`src/rtl/alu_pkg.sv`:
```
// rtl/alu_pkg.sv - shared ALU datapath width and opcode constants
package alu_pkg;

    // Datapath width, shared with the ALU control decoder
    localparam int ALU_WIDTH = 32;

    // ALUCon operation encodings
    localparam logic [3:0] ALU_AND = 4'b0000;
    localparam logic [3:0] ALU_OR  = 4'b0001;
    localparam logic [3:0] ALU_ADD = 4'b0010;
    localparam logic [3:0] ALU_SUB = 4'b0110;
    localparam logic [3:0] ALU_SLT = 4'b0111;
    localparam logic [3:0] ALU_NOR = 4'b1100;

    // True when the op needs the adder in subtract mode (SUB, and SLT's a-b)
    function automatic logic op_is_sub(input logic [3:0] op);
        return (op == ALU_SUB) || (op == ALU_SLT);
    endfunction

endpackage

```
`src/rtl/alu_addsub.sv`:
```
// rtl/alu_addsub.sv - shared adder/subtractor with carry-out and signed overflow
//   a, b  : operands
//   sub   : 1 computes a - b, 0 computes a + b
//   sum   : result modulo 2^WIDTH
//   cout  : carry out of the MSB (for subtract: 1 means no borrow)
//   ovf   : two's-complement signed overflow
module alu_addsub
    import alu_pkg::*;
#(
    parameter int WIDTH = ALU_WIDTH
) (
    input  logic [WIDTH-1:0] a,
    input  logic [WIDTH-1:0] b,
    input  logic             sub,
    output logic [WIDTH-1:0] sum,
    output logic             cout,
    output logic             ovf
);

    logic [WIDTH-1:0] b_eff;
    logic [WIDTH:0]   full_sum;

    // Subtract as a + ~b + 1 so one carry chain serves both directions
    assign b_eff    = sub ? ~b : b;
    assign full_sum = {1'b0, a} + {1'b0, b_eff} + {{WIDTH{1'b0}}, sub};

    assign sum  = full_sum[WIDTH-1:0];
    assign cout = full_sum[WIDTH];

    // Overflow when both addends share a sign and the sum's sign differs
    assign ovf = (a[WIDTH-1] == b_eff[WIDTH-1]) && (sum[WIDTH-1] != a[WIDTH-1]);

endmodule

```
`src/rtl/alu.sv`:
```
// rtl/alu.sv - registered MIPS-style integer ALU for the execute stage
//   clk, rst : rising-edge clock, synchronous active-high reset
//   ALUCon   : operation select (alu_pkg opcodes)
//   a, b     : operands
//   out      : registered result, valid one clock after inputs are sampled
//   zero     : registered flag, 1 when out == 0 (branch-equal via SUB)
module alu
    import alu_pkg::*;
#(
    parameter int WIDTH = ALU_WIDTH
) (
    input  logic             clk,
    input  logic             rst,
    input  logic [3:0]       ALUCon,
    input  logic [WIDTH-1:0] a,
    input  logic [WIDTH-1:0] b,
    output logic [WIDTH-1:0] out,
    output logic             zero
);

    logic             addsub_sub;
    logic [WIDTH-1:0] addsub_sum;
    logic             addsub_cout_unused;
    logic             addsub_ovf;
    logic             slt_bit;
    logic [WIDTH-1:0] r;

    assign addsub_sub = op_is_sub(ALUCon);

    alu_addsub #(
        .WIDTH (WIDTH)
    ) u_addsub (
        .a    (a),
        .b    (b),
        .sub  (addsub_sub),
        .sum  (addsub_sum),
        .cout (addsub_cout_unused),
        .ovf  (addsub_ovf)
    );

    // Sign of a-b is wrong exactly when the subtraction overflowed
    assign slt_bit = addsub_sum[WIDTH-1] ^ addsub_ovf;

    always_comb begin
        r = '0;
        case (ALUCon)
            ALU_AND: r = a & b;
            ALU_OR:  r = a | b;
            ALU_ADD: r = addsub_sum;
            ALU_SUB: r = addsub_sum;
            ALU_SLT: r = {{(WIDTH-1){1'b0}}, slt_bit};
            ALU_NOR: r = ~(a | b);
            default: r = '0;
        endcase
    end

    // out and zero update on the same edge so they are never skewed
    always_ff @(posedge clk) begin
        if (rst) begin
            out  <= '0;
            zero <= 1'b1;
        end else begin
            out  <= r;
            zero <= (r == '0);
        end
    end

endmodule

```
`config.mk`:
```
export PLATFORM = sky130hd
export DESIGN_NAME = alu
export DESIGN_NICKNAME = d
export VERILOG_FILES = /design/src/rtl/alu_pkg.sv /design/src/rtl/alu_addsub.sv /design/src/rtl/alu.sv
export SDC_FILE = /design/constraint.sdc
export NUM_CORES = 1
export LEC_CHECK = 0
export BUFFER_PORTS_ARGS = -buffer_cell sky130_fd_sc_hd__buf_4
export CAP_MARGIN = 10
export CELL_PAD_IN_SITES_DETAIL_PLACEMENT = 0
export CELL_PAD_IN_SITES_GLOBAL_PLACEMENT = 1
export CORE_MARGIN = 3
export CORE_UTILIZATION = 40
export DETAILED_ROUTE_END_ITERATION = 7
export GPL_ROUTABILITY_DRIVEN = 0
export PLACE_DENSITY = 0.81
export SLEW_MARGIN = 20
export SYNTH_ARGS = -nofsm -noshare
export SYNTH_HDL_FRONTEND = slang
export SYNTH_SLANG_ARGS = --single-unit
```
`constraint.sdc`:
```
create_clock -name clk -period 5 [get_ports clk]
set_input_delay 0.25 -clock clk [delete_from_list [all_inputs] [get_ports clk]]
set_output_delay 0.25 -clock clk [all_outputs]
set_load 0.1 [all_outputs]
```
==> impl_metrics.toml <==
[synthesis]
synth.lib_cells_used.distinct = 71
synth_seq_cells = 33
postSynthNetCount = 654
postSynthAreaPerCell_um2 = 7.63
ys_warn_count = 0
synth.cell_area_um2 = 4170
ys_dominant_reg_cell = "sky130_fd_sc_hd__dfxtp_1"
synth_cells = 546
synth_sequential_area_ratio_pct = 15.9
synth_enable_flop_cells = 0
async_flop_share_pct = 0

[cts]
clock-root-buffer = "sky130_fd_sc_hd__clkbuf_8"
cts.sinks = 33
post_cts_buffers = 0
tritoncts = "done"
clkTransAtPathRegs_ps = 60
ctsHtreeMaxLevel = 2
post_cts.resized_instances = 0
cts_hold_buf = 0
clock_tree.buffer_depth = 2
cts_buffers = 5

[floorplanning]
die_x_um = 108
die_y_um = 108
core_area_um2 = 9950
initial_standard_cell_utilization_of_the_core_pct = 41.9
floorplan.die_area_um2 = 11700
rows = 36
io_pins = 103

[run_status]
outcome = "completed"

[timing]
final_clock_period_utilization_by_the_worst_path_pct = 81.9
tightest_slew_ps = 1070
timing.setup.tns_ps = 0
grt_setup_unrepaired = "no"
final_period_minus_worst_setup_slack_ps = 4090
timing.slew.headroom_pct = 28.3
worst_setup_slack_final_ps = 907
finalSetupViolations = 0
achievable-frequency_mhz = 244
maxSlewViolCount = 0
report.final.hold_viol_count = 0

[final_layout]
most-common-layout-cells = "sky130_fd_sc_hd__buf_4 (107), sky130_fd_sc_hd__nor2_1 (47), sky130_fd_sc_hd__xnor2_1 (45), sky130_fd_sc_hd__nand2_1 (45), sky130_fd_sc_hd__a21oi_1 (42)"
syn_to_final_growth_pct = 22.3
final_area_um2 = 5100
fillCellCount = 1003
number_of_antenna_diodes = 0
final-instance-count-excl-fill = 761
net_count_final = 735
final_common_cell = "sky130_fd_sc_hd__buf_4"
ff_latch_area_um2 = 661
multi_input_comb_area_um2 = 3350
layout_cells_sized_above_1_pct = 20.1

[grt]
grt_antenna_before_repair = 0
grt_overflow = 0
grt_max_degree = 42
grt_pass1_vias = 4077
wire_length_of_the_first_global_routing_pass_mm = 21.6
grt_util_all_layers_pct = 23.2

[power]
ir_worst_vdd_v = 0.000194
report.power.total_uw = 1150
static-leakage-power_uw = 0.00209
power_density_nw_per_um2 = 226

[setup_path]
startpoint_class_of_the_critical_path = "primary input"
worst_setup_path_endpoint = "zero$_SDFF_PP1_"
critical_path.startpoint = "ALUCon[3]"
timing_worst_setup_path_type = "in2reg"
crit_fanout = 14
worstPathArrival_ps = 4310
critPathCaptureType = "register"
cp.required_ps = 5220

[routing]
initialDrtViolationCount = 352
vias = 4549
drt-total-wl_mm = 14.0
wire_per_inst_um = 18.4
tritonroute_pass_1_iters = 5
ant_nets = 0
route.detailed.drc = 0
drt-vias-per-instance = 5.98

[placement]
placed_cells_incl_taps = 753
postPlaceCellArea_um2 = 5010
dpl.hpwl_mm = 11.2
worst_setup_slack_before_clock_tree_synthesis_ps = 672
numPortBuffers = 102

[worst_hold_path]
timing.hold.worst.class = "in2reg"

[flow_run]
cap_viol_max_count = 0
-- per-layer routing --
layer	track usage, %	part of all wire [%]	routed length, µm
met3	1.55	7.5	1050
met2	35.5	43	6010
met4	5.41	1.3	176
met1	35.3	48	6740
met5	0	0	0
-- through the flow --
stage | util, % | hold slack (ps)
5_1_grt | 51.2 | 373
3_5_place_dp | 50.4 | 640
2_1_floorplan | - | 322
6_report | 51.2 | 360
4_1_cts | 51.2 | 350
3_3_place_gp | 50.4 | 634
-- logic make-up (layout without fill, tap and decap cells) --
family                     after synthesis  count (layout)  synth area share, %
and+or+nand+nor                        190             190                 23.1
AOI/OAI and AO/OA                      159             159                 26.9
adders and majority gates               67              67                 18.6
xor gates and xnor gates                53              53                 11.1
buffers and inverters                   42             124                 3.99
DFF                                     33              33                 15.9
muxes                                    2               2                0.480
-- critical path, stage by stage --
cell and delay (ps):
sky130_fd_sc_hd__buf_4 140, sky130_fd_sc_hd__nand3b_1 490, sky130_fd_sc_hd__buf_4 400, sky130_fd_sc_hd__xnor2_1 220
sky130_fd_sc_hd__ha_1 290, sky130_fd_sc_hd__a21o_1 200, sky130_fd_sc_hd__a31o_2 290, sky130_fd_sc_hd__a221o_1 320
sky130_fd_sc_hd__a211oi_1 390, sky130_fd_sc_hd__nor4_1 120, sky130_fd_sc_hd__nor3_1 200, sky130_fd_sc_hd__xnor2_1 90
sky130_fd_sc_hd__a221oi_1 470, sky130_fd_sc_hd__and4_1 280, sky130_fd_sc_hd__a41o_1 160
-- where the power goes --
group | total [µW] | switching [µW] | internal, µW | leakage [µW]
clock | 181 | 85.3 | 96.1 | 0.0000450
sequential | 281 | 3.87 | 278 | 0.000269
combinational | 688 | 437 | 252 | 0.00178
total | 1150 | 526 | 625 | 0.00209
-- Yosys cell counts, types with 3 or more instances --
cell | n | area (µm²)
sky130_fd_sc_hd__clkbuf_1 | 25 | 93.8
sky130_fd_sc_hd__o31ai_1 | 10 | 75.1
sky130_fd_sc_hd__dfxtp_1 | 33 | 661
sky130_fd_sc_hd__a2111o_1 | 3 | 33.8
sky130_fd_sc_hd__or3_1 | 5 | 31.3
sky130_fd_sc_hd__nor2_1 | 47 | 176
sky130_fd_sc_hd__nand3_1 | 8 | 40.0
sky130_fd_sc_hd__nand2b_1 | 4 | 25.0
sky130_fd_sc_hd__and3_1 | 3 | 18.8
sky130_fd_sc_hd__buf_1 | 6 | 22.5
sky130_fd_sc_hd__maj3_1 | 29 | 290
sky130_fd_sc_hd__o21ai_0 | 21 | 105
sky130_fd_sc_hd__nor2b_1 | 8 | 50.1
sky130_fd_sc_hd__a21o_1 | 7 | 52.6
sky130_fd_sc_hd__and2_1 | 5 | 31.3
sky130_fd_sc_hd__nor3_1 | 27 | 135
sky130_fd_sc_hd__inv_1 | 9 | 33.8
sky130_fd_sc_hd__xor2_1 | 8 | 70.1
sky130_fd_sc_hd__o21bai_1 | 3 | 22.5
sky130_fd_sc_hd__nor4_1 | 5 | 31.3
sky130_fd_sc_hd__o21a_1 | 7 | 52.6
sky130_fd_sc_hd__nor3b_1 | 3 | 22.5
sky130_fd_sc_hd__o22ai_1 | 3 | 18.8
sky130_fd_sc_hd__nand2_1 | 45 | 169
sky130_fd_sc_hd__a21oi_1 | 42 | 210
sky130_fd_sc_hd__nand4_1 | 13 | 81.3
sky130_fd_sc_hd__a211oi_1 | 9 | 67.6
sky130_fd_sc_hd__o21ai_1 | 5 | 25.0
sky130_fd_sc_hd__a221oi_1 | 11 | 96.3
sky130_fd_sc_hd__a41oi_1 | 4 | 35.0
sky130_fd_sc_hd__xnor2_1 | 45 | 394
sky130_fd_sc_hd__and4_1 | 4 | 35.0
sky130_fd_sc_hd__a31oi_1 | 9 | 56.3
sky130_fd_sc_hd__ha_1 | 37 | 463
-- how the worst min path moves through the flow --
stage / start / to / slack (ps) / depth (start not counted)
floorplan: rst / out[16]$_SDFF_PP0_ / 320 / 1
CTS: a[11] / out[11]$_SDFF_PP0_ / 350 / 3
detailed placement: rst / out[13]$_SDFF_PP0_ / 640 / 2
finish: rst / out[5]$_SDFF_PP0_ / 360 / 2
global route: rst / out[10]$_SDFF_PP0_ / 370 / 2
global placement: a[11] / out[11]$_SDFF_PP0_ / 630 / 3
-- cell type report --
type | instances | area share (%)
multi-input combinational | 471 | 65.7
sequential | 33 | 13.0
tap | 133 | 3.26
inverter | 9 | 0.663
clock buffer | 6 | 1.42
clock inverter | 2 | 0.196
timing repair buffer | 107 | 15.8
-- sequential cells by signal, summed over array words and instances (netlist names) --
register  flops
zero          1
out          32
Power figures use the tool's default switching activity.
